--- src/rtl/tdc_pkg.sv ---
// Shared TDC definitions: default widths and the accumulator's block state.
package tdc_pkg;

   localparam int HW_W_DEF   = 7;
   localparam int MAX_HW_DEF = 64;

   typedef enum logic [1:0] {
      ST_IDLE = 2'd0,
      ST_ACC  = 2'd1,
      ST_DONE = 2'd2
   } state_t;

endpackage

--- src/rtl/tdc_hw_accum_if.sv ---
// Sample input and block-result handshake between the host side and the accumulator.
interface tdc_hw_accum_if
   import tdc_pkg::*;
#(
   parameter int HW_W         = HW_W_DEF,
   parameter int LOG2_SAMPLES = 4
);
   localparam int SUM_W = HW_W + LOG2_SAMPLES;

   logic             start;
   logic [HW_W-1:0]  hw_in;
   logic             hw_valid;
   logic             res_valid;
   logic             res_ready;
   logic [SUM_W-1:0] res_sum;
   logic [HW_W-1:0]  res_mean;
   logic [HW_W-1:0]  res_min;
   logic [HW_W-1:0]  res_max;
   logic             busy;
   logic             range_err;

   modport master (
      output start, hw_in, hw_valid, res_ready,
      input  res_valid, res_sum, res_mean, res_min, res_max, busy, range_err
   );

   modport slave (
      input  start, hw_in, hw_valid, res_ready,
      output res_valid, res_sum, res_mean, res_min, res_max, busy, range_err
   );

endinterface

--- src/rtl/tdc_minmax_reg.sv ---
// One running extremum (min or max) with clear and update; ext_upd already
// folds in the current sample so the parent can latch it on the final sample.
module tdc_minmax_reg #(
   parameter int W      = 7,
   parameter bit IS_MAX = 1'b0
) (
   input  logic         clk,
   input  logic         rst_n,
   input  logic         clear,
   input  logic         update,
   input  logic [W-1:0] din,
   output logic [W-1:0] ext_upd
);
   localparam logic [W-1:0] INIT = IS_MAX ? {W{1'b0}} : {W{1'b1}};

   logic [W-1:0] ext_r;
   logic         take_s;

   // Decide whether the incoming sample beats the stored extremum
   always_comb begin
      take_s = 1'b0;
      if (IS_MAX) begin
         take_s = (din > ext_r);
      end else begin
         take_s = (din < ext_r);
      end
      ext_upd = take_s ? din : ext_r;
   end

   // Stored extremum, reinitialised at every block start
   always_ff @(posedge clk or negedge rst_n) begin
      if (!rst_n) begin
         ext_r <= INIT;
      end else if (clear) begin
         ext_r <= INIT;
      end else if (update) begin
         ext_r <= ext_upd;
      end else begin
         ext_r <= ext_r;
      end
   end

endmodule

--- src/rtl/tdc_hw_accum.sv ---
// Accumulates a block of 2^LOG2_SAMPLES clamped hamming weights and reports
// sum, mean, min and max through a valid/ready result port.
module tdc_hw_accum
   import tdc_pkg::*;
#(
   parameter int HW_W         = HW_W_DEF,
   parameter int MAX_HW       = MAX_HW_DEF,
   parameter int LOG2_SAMPLES = 4
) (
   input  logic         clk,
   input  logic         rst_n,
   input  logic         en,
   tdc_hw_accum_if.slave bus
);
   localparam int SUM_W = HW_W + LOG2_SAMPLES;
   localparam logic [HW_W-1:0]         MAX_HW_V = HW_W'(MAX_HW);
   localparam logic [LOG2_SAMPLES-1:0] CNT_LAST = {LOG2_SAMPLES{1'b1}};
   localparam logic [LOG2_SAMPLES-1:0] CNT_ONE  = LOG2_SAMPLES'(1);

   state_t                  state_r, state_next_s;
   logic [LOG2_SAMPLES-1:0] count_r;
   logic [SUM_W-1:0]        sum_r, sum_upd_s;
   logic [HW_W-1:0]         samp_s, min_upd_s, max_upd_s;
   logic                    over_s, fire_s, clear_s, ack_s, last_s;
   logic [SUM_W-1:0]        res_sum_r;
   logic [HW_W-1:0]         res_mean_r, res_min_r, res_max_r;
   logic                    res_valid_r, busy_r, range_err_r;

   // Clamp the incoming sample and form the running sum including it
   always_comb begin
      over_s    = (bus.hw_in > MAX_HW_V);
      samp_s    = over_s ? MAX_HW_V : bus.hw_in;
      sum_upd_s = sum_r + SUM_W'(samp_s);
   end

   // Next-state and control strobes; a start in ACC discards that cycle's sample
   always_comb begin
      state_next_s = state_r;
      fire_s       = 1'b0;
      clear_s      = 1'b0;
      ack_s        = 1'b0;
      case (state_r)
         ST_IDLE: begin
            if (en && bus.start) begin
               state_next_s = ST_ACC;
               clear_s      = 1'b1;
            end else begin
               state_next_s = ST_IDLE;
            end
         end
         ST_ACC: begin
            if (en && bus.start) begin
               state_next_s = ST_ACC;
               clear_s      = 1'b1;
            end else if (en && bus.hw_valid) begin
               fire_s       = 1'b1;
               state_next_s = (count_r == CNT_LAST) ? ST_DONE : ST_ACC;
            end else begin
               state_next_s = ST_ACC;
            end
         end
         ST_DONE: begin
            if (en && bus.res_ready) begin
               ack_s = 1'b1;
               if (bus.start) begin
                  state_next_s = ST_ACC;
                  clear_s      = 1'b1;
               end else begin
                  state_next_s = ST_IDLE;
               end
            end else begin
               state_next_s = ST_DONE;
            end
         end
         default: begin
            state_next_s = ST_IDLE;
         end
      endcase
      last_s = fire_s && (count_r == CNT_LAST);
   end

   // State register
   always_ff @(posedge clk or negedge rst_n) begin
      if (!rst_n) begin
         state_r <= ST_IDLE;
         busy_r  <= 1'b0;
      end else begin
         state_r <= state_next_s;
         busy_r  <= (state_next_s == ST_ACC);
      end
   end

   // Sample counter, running sum and sticky clamp flag for the open block
   always_ff @(posedge clk or negedge rst_n) begin
      if (!rst_n) begin
         count_r     <= {LOG2_SAMPLES{1'b0}};
         sum_r       <= {SUM_W{1'b0}};
         range_err_r <= 1'b0;
      end else if (clear_s) begin
         count_r     <= {LOG2_SAMPLES{1'b0}};
         sum_r       <= {SUM_W{1'b0}};
         range_err_r <= 1'b0;
      end else if (fire_s) begin
         count_r     <= count_r + CNT_ONE;
         sum_r       <= sum_upd_s;
         range_err_r <= range_err_r | over_s;
      end else begin
         count_r     <= count_r;
         sum_r       <= sum_r;
         range_err_r <= range_err_r;
      end
   end

   // Result registers load on the final sample and otherwise hold
   always_ff @(posedge clk or negedge rst_n) begin
      if (!rst_n) begin
         res_sum_r   <= {SUM_W{1'b0}};
         res_mean_r  <= {HW_W{1'b0}};
         res_min_r   <= {HW_W{1'b0}};
         res_max_r   <= {HW_W{1'b0}};
         res_valid_r <= 1'b0;
      end else if (last_s) begin
         res_sum_r   <= sum_upd_s;
         res_mean_r  <= sum_upd_s[SUM_W-1:LOG2_SAMPLES];
         res_min_r   <= min_upd_s;
         res_max_r   <= max_upd_s;
         res_valid_r <= 1'b1;
      end else if (ack_s) begin
         res_valid_r <= 1'b0;
      end else begin
         res_valid_r <= res_valid_r;
      end
   end

   tdc_minmax_reg #(.W(HW_W), .IS_MAX(1'b0)) u_min (
      .clk     (clk),
      .rst_n   (rst_n),
      .clear   (clear_s),
      .update  (fire_s),
      .din     (samp_s),
      .ext_upd (min_upd_s)
   );

   tdc_minmax_reg #(.W(HW_W), .IS_MAX(1'b1)) u_max (
      .clk     (clk),
      .rst_n   (rst_n),
      .clear   (clear_s),
      .update  (fire_s),
      .din     (samp_s),
      .ext_upd (max_upd_s)
   );

   assign bus.res_valid = res_valid_r;
   assign bus.res_sum   = res_sum_r;
   assign bus.res_mean  = res_mean_r;
   assign bus.res_min   = res_min_r;
   assign bus.res_max   = res_max_r;
   assign bus.busy      = busy_r;
   assign bus.range_err = range_err_r;

endmodule

--- src/flat_wrapper.sv ---
// flat-port wrapper written by rule: the top's interface ports become plain ports
module tdc_hw_accum_flat import tdc_pkg::*;
#(
   parameter int HW_W         = HW_W_DEF,
   parameter int MAX_HW       = MAX_HW_DEF,
   parameter int LOG2_SAMPLES = 4
)
  (clk, rst_n, en, bus_start, bus_hw_in, bus_hw_valid, bus_res_ready, bus_res_valid, bus_res_sum, bus_res_mean, bus_res_min, bus_res_max, bus_busy, bus_range_err);
  tdc_hw_accum_if #(.HW_W(HW_W), .LOG2_SAMPLES(LOG2_SAMPLES)) bus_i ();
  input  logic clk;
  input  logic rst_n;
  input  logic en;
  input wire logic [$bits(bus_i.start)-1:0] bus_start;
  input wire logic [$bits(bus_i.hw_in)-1:0] bus_hw_in;
  input wire logic [$bits(bus_i.hw_valid)-1:0] bus_hw_valid;
  input wire logic [$bits(bus_i.res_ready)-1:0] bus_res_ready;
  output wire logic [$bits(bus_i.res_valid)-1:0] bus_res_valid;
  output wire logic [$bits(bus_i.res_sum)-1:0] bus_res_sum;
  output wire logic [$bits(bus_i.res_mean)-1:0] bus_res_mean;
  output wire logic [$bits(bus_i.res_min)-1:0] bus_res_min;
  output wire logic [$bits(bus_i.res_max)-1:0] bus_res_max;
  output wire logic [$bits(bus_i.busy)-1:0] bus_busy;
  output wire logic [$bits(bus_i.range_err)-1:0] bus_range_err;
  assign bus_i.start = bus_start;
  assign bus_i.hw_in = bus_hw_in;
  assign bus_i.hw_valid = bus_hw_valid;
  assign bus_i.res_ready = bus_res_ready;
  assign bus_res_valid = bus_i.res_valid;
  assign bus_res_sum = bus_i.res_sum;
  assign bus_res_mean = bus_i.res_mean;
  assign bus_res_min = bus_i.res_min;
  assign bus_res_max = bus_i.res_max;
  assign bus_busy = bus_i.busy;
  assign bus_range_err = bus_i.range_err;
  tdc_hw_accum #(.HW_W(HW_W), .MAX_HW(MAX_HW), .LOG2_SAMPLES(LOG2_SAMPLES)) u_core (.clk(clk), .rst_n(rst_n), .en(en), .bus(bus_i));
endmodule
--- config.mk ---
export PLATFORM = sky130hd
export DESIGN_NAME = tdc_hw_accum_flat
export DESIGN_NICKNAME = d
export VERILOG_FILES = /design/src/rtl/tdc_pkg.sv /design/src/rtl/tdc_hw_accum_if.sv /design/src/rtl/tdc_minmax_reg.sv /design/src/rtl/tdc_hw_accum.sv /design/src/flat_wrapper.sv
export SDC_FILE = /design/constraint.sdc
export NUM_CORES = 1
export LEC_CHECK = 0
export ABC_AREA = 1
export CAP_MARGIN = 20
export CORE_ASPECT_RATIO = 1.25
export CORE_UTILIZATION = 60
export CTS_CLUSTER_DIAMETER = 80
export DETAILED_ROUTE_END_ITERATION = 6
export PLACE_DENSITY = 0.88
export SLEW_MARGIN = 20
export SYNTH_ARGS = -nofsm -noshare
export SYNTH_HDL_FRONTEND = slang
export SYNTH_HIERARCHICAL = 1
export SYNTH_SLANG_ARGS = --single-unit
--- constraint.sdc ---
create_clock -name clk -period 3 [get_ports clk]
set_input_delay 0.6 -clock clk [delete_from_list [all_inputs] [get_ports clk]]
set_output_delay 0.6 -clock clk [all_outputs]
set_load 0.1 [all_outputs]
; Word-level counts from Yosys, hierarchy flattened
; Index checks and enable logic that the tools add are counted.
[word_totals]
regBits = 66
inputBits = 13
out_inout_bits = 35
word_cells = 61
[op_classes]
n_addsub = 2
order_cmp = 3
n_eq_ne = 4
mux = 31
n_bitwise = 1
n_reduce_logical = 8
[ops]
columns = operator, count
row1 = 7-bit 2-to-1 mux, 7
row2 = 11-bit 2-to-1 mux, 2
row3 = 1-bit 2-to-1 mux, 14
row4 = 11-bit by 7-bit adder with 11-bit output, 1
row5 = 2-bit 2-to-1 mux, 4
row6 = 4-bit 2-to-1 mux, 2
row7 = 7-bit greater-than comparator, 1
row8 = "7-bit greater-than comparator, second input constant", 1
row9 = 7-bit < comparator, 1
row10 = 2-bit case mux with 3 select lines, 1
row11 = "4-bit by 1-bit adder with 4-bit output, second input constant", 1
row12 = "2-bit by 1-bit equality test with 1-bit output, second input constant", 2
row13 = "4-bit equality test, second input constant", 1
row14 = 1-bit logical AND, 4
row15 = 2-bit nonzero test, 2
row16 = "2-bit equality test, second input constant", 1
row17 = 2-bit zero test, 1
row18 = 1-bit case mux with 2 select lines, 1
row19 = 2-bit OR reduction, 1
row20 = 1-bit OR, 1

; Depth between registers and ports, before layout
; Gate-level depths: netlist (run 1).
[depth]
depth_word = 6
mapped_depth = 17
mapped_depth_nobuf = 17

; By module
; The synthesis (run 1) kept the hierarchy.
[modules_own_cells]
columns = module, n_inst, cells_each, area_each_um2, seq_area_each_um2
row1 = tdc_hw_accum, 1, 307, 2399.8, 1126.1
row2 = tdc_minmax_reg (u_core.u_max), 1, 89, 639.4, 175.2
row3 = tdc_minmax_reg (u_core.u_min), 1, 90, 633.1, 183.9

; Worst setup path before layout (run 1)
; No wires, ideal clock.
[synth_path]
path_kind = input to register
from = input bus_hw_in[4]
to = register u_core.res_sum_r[8], in the netlist u_core/bus.res_sum[8]
setup_time_ns = 0.120
t_arrival_ns = 2.228
required_ns = 2.880
slack_ns = 0.652
cell_stages = 16
cell_sequence = nor2_1 -> nand4_1 -> nand2_1 -> inv_1 -> nor2_1 -> ha_1 -> inv_1 -> fa_1 -> inv_1 -> nand3_1 -> nand3_1 -> nand2_1 -> nand2_1 -> nand2_1 -> nand3_1 -> nand2_1
[synth_via]
elab_chain_cells = 3
[synth_lines]
columns = item, line
row1 = "start, declared", flat_wrapper.sv:14  ; input wire logic [$bits(bus_i.hw_in)-1:0] bus_hw_in;
row2 = 7-bit greater-than comparator, tdc_hw_accum.sv:31  ; over_s = (bus.hw_in > MAX_HW_V);
row3 = 7-bit 2-to-1 mux, tdc_hw_accum.sv:32  ; samp_s = over_s ? MAX_HW_V : bus.hw_in;
row4 = via u_core.samp_s[0], tdc_hw_accum.sv:23  ; logic [HW_W-1:0] samp_s, min_upd_s, max_upd_s;
row5 = 11-bit by 7-bit adder with 11-bit output, tdc_hw_accum.sv:33  ; sum_upd_s = sum_r + SUM_W'(samp_s);
row6 = "end signal, assigned", tdc_hw_accum.sv:117  ; res_sum_r <= {SUM_W{1'b0}};
row7 = "end signal, assigned", tdc_hw_accum.sv:123  ; res_sum_r <= sum_upd_s;
row8 = "end, declared", tdc_hw_accum.sv:25  ; logic [SUM_W-1:0] res_sum_r;
; The timed path passes the listed nets, and every way through them passes these cells.
; A chain may end at the register's enable or synchronous reset.

; Worst setup path in the final report (run 1)
; Ends and elaborated chain as after synthesis.

==> results.cfg, run 1 <==
[floorplanning]
rows = 31
die_x_um = 72.0
core_area_um2 = 5860
start_util_pct = 62.7
die_area_um2 = 6440
die_h_um = 89.5
io_pins = 48

[setup_path]
worstSetupPathType = primary input to flip-flop
path_max_fanout = 5
worstReg2RegEnd = u_core/bus.res_sum[1]$_DFFE_PN0P_
endpoint_kind = flip-flop
worst_r2r_startpoint = u_core/state_r[1]$_DFF_PN0_
startpoint_type = primary input
r2r_setup_slack_ns = 1.06
crit_path_start = bus_hw_in[4]
critPathRequiredTime_ns = 3.24
worstPathArrival_ns = 2.98
worst-r2r-cell-count = 7

[clock_network]
clkSinkCount = 59
clk_pin_slew_ns = 0.07
cts_setup_buffers = 0
cts_tree = yes
cts_hold_buffers = 0
htreeDepth = 3
post_cts_resized = 0
clk_latency_ns = 0.35
numCtsBuffers = 9
clockRootBuffer = clkbuf_8
ctsLongestPathBuffers = 2

[timing]
relSlewSlack_pct = 41.9
setup_viol = 0
rsz0062_at_grt = false
worst_pin_slew_ns = 0.869
skew_ns = 0.00811
finalMaxSlewViolations = 0
fmaxAchievable_mhz = 365
min_period_over_period_pct = 91.4
fin_setup_tns_ns = 0
period_needed_ns = 2.74
final_hold_viol_count = 0

[logic_synthesis]
avgSynthCellArea_um2 = 7.56
synth_seq_cells = 59
syn_area_um2 = 3670
ys_types = 32
seq_area_frac_synth_pct = 40.4
synthCells = 486
syn_nets = 521
yosys_warnings = 6

[placement]
portBuffers = 47
gp_congestion = 0.887
place.detailed.instances = 613
hpwl_um = 5970

[cells_and_area]
diodes = 0
layout_commonest_cell = nand2_1
nets = 577
drive_gt1_share_pct = 18.3
area_growth_pct = 18.1
stdcell_count = 629
final_cell_mix = 175 x nand2_1, 61 x inv_1, 52 x nand3_1, 52 x dfrtp_1, 49 x buf_4
utilization_pct = 74.0

[routing]
avgRoutedWirePerCell_um = 13.2
drcViolationCount = 0
routed_wl_um = 8290
firstDrtPassIters = 5
ant_nets = 0
dr_total_vias = 3225
avgViaCountPerCell = 5.13
dr.first_iter.drc_count = 189

[power_and_ir_drop]
ir_drop_v = 0.000474
leakage_nw = 2.45
power_density_nw_per_um2 = 620
totalPowerFinal_mw = 2.69

[global_routing]
grt_max_degree = 36
grt_pass1_wl_um = 13700
grt_pass1_vias = 3054
antenna_found_initial = 0
grt_usage_pct = 28.3
gr-total-overflow = 0

[run_status]
status = finished, final reports clean

[min_path]
hold_class = primary input to async pin

[flow_run]
maxCapViolations = 0
-- Yosys cell counts --
cell type  number  area share [%]
a21o_1          1            0.20
a21oi_1        12             1.6
a21oi_2         1            0.24
a21oi_4         1            0.44
and2_1         13             2.2
buf_2           2            0.27
buf_4           9             1.8
buf_6           4             1.2
clkbuf_1        1            0.10
dfrtp_1        52              35
dfstp_2         7             5.0
fa_1            1            0.55
ha_1           21             7.2
inv_1          61             6.2
inv_2           4            0.41
nand2_1       175              18
nand2_2        10             1.7
nand2_4         3            0.92
nand3_1        52             7.1
nand3b_1        4            0.82
nand4_1         3            0.51
nand4_4         1            0.58
nor2_1         25             2.6
nor2_4          2            0.61
nor2_8          1            0.55
o21a_1          1            0.20
o21ai_0         7            0.95
o21ai_2         4            0.95
o22ai_1         3            0.51
or2_4           1            0.24
xnor2_1         2            0.48
xor2_1          2            0.48
-- stage by stage --
step | setup slack [ns] | hold slack [ns] | cell area, µm²
6_report | 0.259 | 0.329 | 4340
5_1_grt | 0.0608 | 0.385 | 4340
4_1_cts | 0.302 | 0.346 | 4340
3_5_place_dp | -0.0394 | 0.461 | 4130
3_3_place_gp | 0.0445 | 0.456 | 4130
2_1_floorplan | 0.652 | 0.304 | 3670
-- power breakdown --
part	internal, mW	leakage (nW)	switching, mW
clock network	0.427	0.0986	0.314
registers	0.911	0.766	0.0676
logic	0.323	1.59	0.647
total	1.66	2.45	1.03
-- final cells by class --
cell class                 instances  area, µm²
multi-input combinational        346       1820
fill                             461       1520
sequential                        59       1490
timing repair buffer              61        483
inverter                          65        244
clock buffer                      12        155
tap                               82        103
clock inverter                     4       50.0
-- metal layers --
layer	vias up	share of wire, %	GRT usage [%]
met4	0	1.9	13.7
met1	1506	43	33.7
met5	-	0	0
met2	78	51	49.2
met3	16	4.0	5.64
li1	1625	-	-
-- state kept, by name, indices dropped and copies added, names as in the netlist --
signal / count
u_core/bus.res_sum: 11
u_core/bus.range_err: 1
u_core/bus.busy: 1
u_core/bus.res_max: 7
u_core/count_r: 4
u_core/bus.res_valid: 1
u_core/u_max/ext_r: 7
u_core/sum_r: 11
u_core/state_r: 2
u_core/u_min/ext_r: 7
u_core/bus.res_min: 7
-- logic make-up after synthesis --
| family | after synthesis | synth area share [%] |
|---|---|---|
| AND/OR/NAND/NOR | 290 | 35.7 |
| XOR/XNOR | 4 | 0.954 |
| adder cells (fa/ha/maj) | 22 | 7.70 |
| flip-flops | 59 | 40.4 |
| AO/OA/AOI/OAI | 30 | 5.15 |
| buffers and inverters | 81 | 10.1 |
-- worst max-delay path by stage --
stage | slack (ns) | end
after floorplan | 0.65 | u_core/bus.res_sum[8]$_DFFE_PN0P_
after global placement | 0.04 | u_core/bus.res_sum[8]$_DFFE_PN0P_
after detailed placement | -0.04 | u_core/bus.res_min[0]$_DFFE_PN0P_
after CTS | 0.30 | u_core/bus.res_sum[8]$_DFFE_PN0P_
after global routing | 0.06 | u_core/bus.res_sum[8]$_DFFE_PN0P_
final | 0.26 | u_core/bus.res_sum[8]$_DFFE_PN0P_
-- worst max-delay path, stage by stage --
cell             delay [ns]
clkdlybuf4s50_1        0.42
nor2_1                 0.11
nand4_1                0.09
nand2_1                0.08
inv_1                  0.08
nor2_1                 0.22
ha_1                   0.24
inv_1                  0.06
fa_1                   0.40
inv_1                  0.10
nand3_1                0.07
nand3_1                0.15
nand2_1                0.09
nand2_1                0.07
nand2_1                0.06
nand3_1                0.07
nand2_1                0.05
No activity file was read; power rests on OpenSTA's default activity.
==> run 2: changes to the inputs <==
Settings changed: ABC_AREA 1 to default, CORE_UTILIZATION 60 to 59, PLACE_DENSITY 0.88 to 0.87.
==> run 2 against run 1 <==
  * Hold slack worse by 0.11 ns
  * Non-clock buffer count increased by 11
  * Synthesized cell count down 27%
  * Global-route usage grew 0.051 points
  * Via count decreased by 12%
  * Clock power is 4.5% lower
  * Synthesized area shrank 4.9%
  * Critical endpoint is now u_core/sum_r[10]$_DFFE_PN0P_
  * Die area fell by 3.2%
==> results.cfg, run 2 <==
[run_status]
status = finished, final reports clean

[setup_path]
startpoint_type = primary input
worstSetupPathType = primary input to flip-flop
crit_end = u_core/sum_r[10]$_DFFE_PN0P_
crit_path_start = bus_hw_in[6]
endpoint_kind = flip-flop
critPathRequiredTime_ns = 3.26
r2r_setup_slack_ns = 0.86
worst-r2r-cell-count = 8
worstReg2RegEnd = u_core/bus.res_min[4]$_DFFE_PN0P_
worst_r2r_startpoint = u_core/u_min/ext_r[6]$_DFFE_PN1P_
path_max_fanout = 7
worstPathArrival_ns = 3.14

[routing]
routed_wl_um = 7930
ant_nets = 0
route.met2.wl_um = 4170
avgRoutedWirePerCell_um = 16.1
dr_total_vias = 2833
dr_wl_met3_um = 297
top_layer = met4
firstDrtPassIters = 6
wl_met1_um = 3310
drcViolationCount = 0
dr.first_iter.drc_count = 162
avgViaCountPerCell = 5.75

[timing]
layout_setup_ws_ns = 0.116
final_hold_viol_count = 0
min_period_over_period_pct = 96.1
worst_pin_slew_ns = 0.631
relSlewSlack_pct = 57.9
setup_viol = 0
fmaxAchievable_mhz = 347
finalMaxSlewViolations = 0
period_needed_ns = 2.88
skew_ns = 0.00875
rsz0062_at_grt = false
fin_setup_tns_ns = 0

[global_routing]
grt_pass1_vias = 2911
grt_max_degree = 24
gr-total-overflow = 0
grt_usage_pct = 28.4
antenna_found_initial = 0
grt_pass1_wl_um = 13400

[logic_synthesis]
yosysMostFrequentCell = nand2_1
synth_flop_cell = dfrtp_1
synth_top_area_cell = dfrtp_1
avgSynthCellArea_um2 = 9.81
synth_seq_cells = 59
syn_area_um2 = 3490
ys_types = 54
synthCells = 356
synth_top_area_share_pct = 37.3
synth_area_leaders = dfrtp_1 37%, nand2_1 8.1%, ha_1 7.5%
synth_common_cells = 75 x nand2_1, 52 x dfrtp_1, 21 x ha_1
seq_area_frac_synth_pct = 42.5
synth_edf_count = 0
syn_nets = 391
synthArstFlopShare_pct = 100
yosys_warnings = 6

[floorplanning]
rows = 30
die_h_um = 88
start_util_pct = 62.8
die_area_um2 = 6230
die_x_um = 70.8
core_area_um2 = 5560
io_pins = 48

[cells_and_area]
nets = 459
utilization_pct = 76.4
final_cell_mix = 75 x nand2_1, 60 x buf_4, 52 x dfrtp_1, 21 x ha_1, 20 x inv_1
stdcell_count = 493
drive_gt1_share_pct = 27.5
multi_input_area_um2 = 1840
area_growth_pct = 21.6
diodes = 0
layout_commonest_cell = nand2_1
seqCellArea_um2 = 1490
nFillCells = 380

[power_and_ir_drop]
netSwitchingFraction_pct = 28.8
power_density_nw_per_um2 = 470
pwr-share-seq_pct = 43.4
ir_drop_v = 0.000307
power.switching_uw = 576
clkPwrFrac_pct = 35.4
p_int_mw = 1.42
p_comb_share_pct = 21.2
leakage_nw = 2.11

[clock_network]
numCtsBuffers = 9
cts_setup_buffers = 0
clk_latency_ns = 0.34
clkSinkCount = 59
cts_tree = yes
clockRootBuffer = clkbuf_8
ctsLongestPathBuffers = 2
clk_pin_slew_ns = 0.07
htreeDepth = 3

[placement]
portBuffers = 47
pre_cts_ws_ns = -0.205
gp_congestion = 0.908
place.detailed.instances = 477
hpwl_um = 5720

[flow_run]
maxCapViolations = 0

[min_path]
hold_class = primary input to async pin
[run 2: cells by family after synthesis]
kind of cell	synth area share [%]
fa+ha+maj	8.10
compound gates	16.8
xor+xnor	2.26
mux	7.13
simple gates	18.2
flops	42.5
buf+inv	4.95
[run 2: per-stage QoR]
| stage | total power [mW] | area [µm²] | hold WS (ns) |
|---|---|---|---|
| finish | 2.00 | 4250 | 0.224 |
| global route | 2.08 | 4250 | 0.265 |
| CTS | 2.00 | 4240 | 0.239 |
| detailed placement | 1.29 | 4050 | 0.464 |
| global placement | 1.28 | 4050 | 0.460 |
| floorplan | 1.15 | 3490 | 0.304 |
[run 2: area by class of cell]
class	count	share of cell area [%]
clock buffers	11	3.33
multi-input cells	259	43.2
flip-flops and latches	59	35.0
clock inverters	5	1.24
inverters	23	2.03
well taps	64	1.89
repair buffers	72	13.3
[run 2: timing repair]
item	in CTS	in global routing
resized for setup	0	1
endpoints found under the setup margin	0	1
hold buffers	0	0
[run 2: metal layers]
layer  global-route usage (%)  vias up
met1                     32.0     1391
met3                     7.83       16
li1                         -     1354
met4                     10.7        0
met2                     51.3       72
met5                        0        -
[run 2: power groups by stage]
stage	registers, mW	clock network [mW]	logic [mW]
2_1_floorplan	0.906	0	0.248
3_3_place_gp	0.877	0	0.398
3_5_place_dp	0.880	0	0.413
4_1_cts	0.866	0.718	0.421
5_1_grt	0.870	0.753	0.460
6_report	0.866	0.708	0.424
[run 2: worst min path at each step]
stage / slack [ns] / start / endpoint / cells past startpoint
after floorplan: 0.30 / rst_n / u_core/bus.busy$_DFF_PN0_ / 0
after global placement: 0.46 / u_core/bus.res_max[6]$_DFFE_PN0P_ / u_core/bus.res_max[6]$_DFFE_PN0P_ / 2
after detailed placement: 0.46 / u_core/bus.res_max[3]$_DFFE_PN0P_ / u_core/bus.res_max[3]$_DFFE_PN0P_ / 2
after CTS: 0.24 / rst_n / u_core/sum_r[4]$_DFFE_PN0P_ / 1
after global routing: 0.26 / rst_n / u_core/sum_r[4]$_DFFE_PN0P_ / 1
final: 0.22 / rst_n / u_core/sum_r[4]$_DFFE_PN0P_ / 1
[run 2: worst max-delay path, cell delays in order]
cell	delay, ns
clkdlybuf4s50_1	0.52
nor2b_1	0.55
ha_1	0.37
nor2b_4	0.14
o31a_4	0.31
o311a_4	0.33
nand2b_4	0.14
a31oi_1	0.18
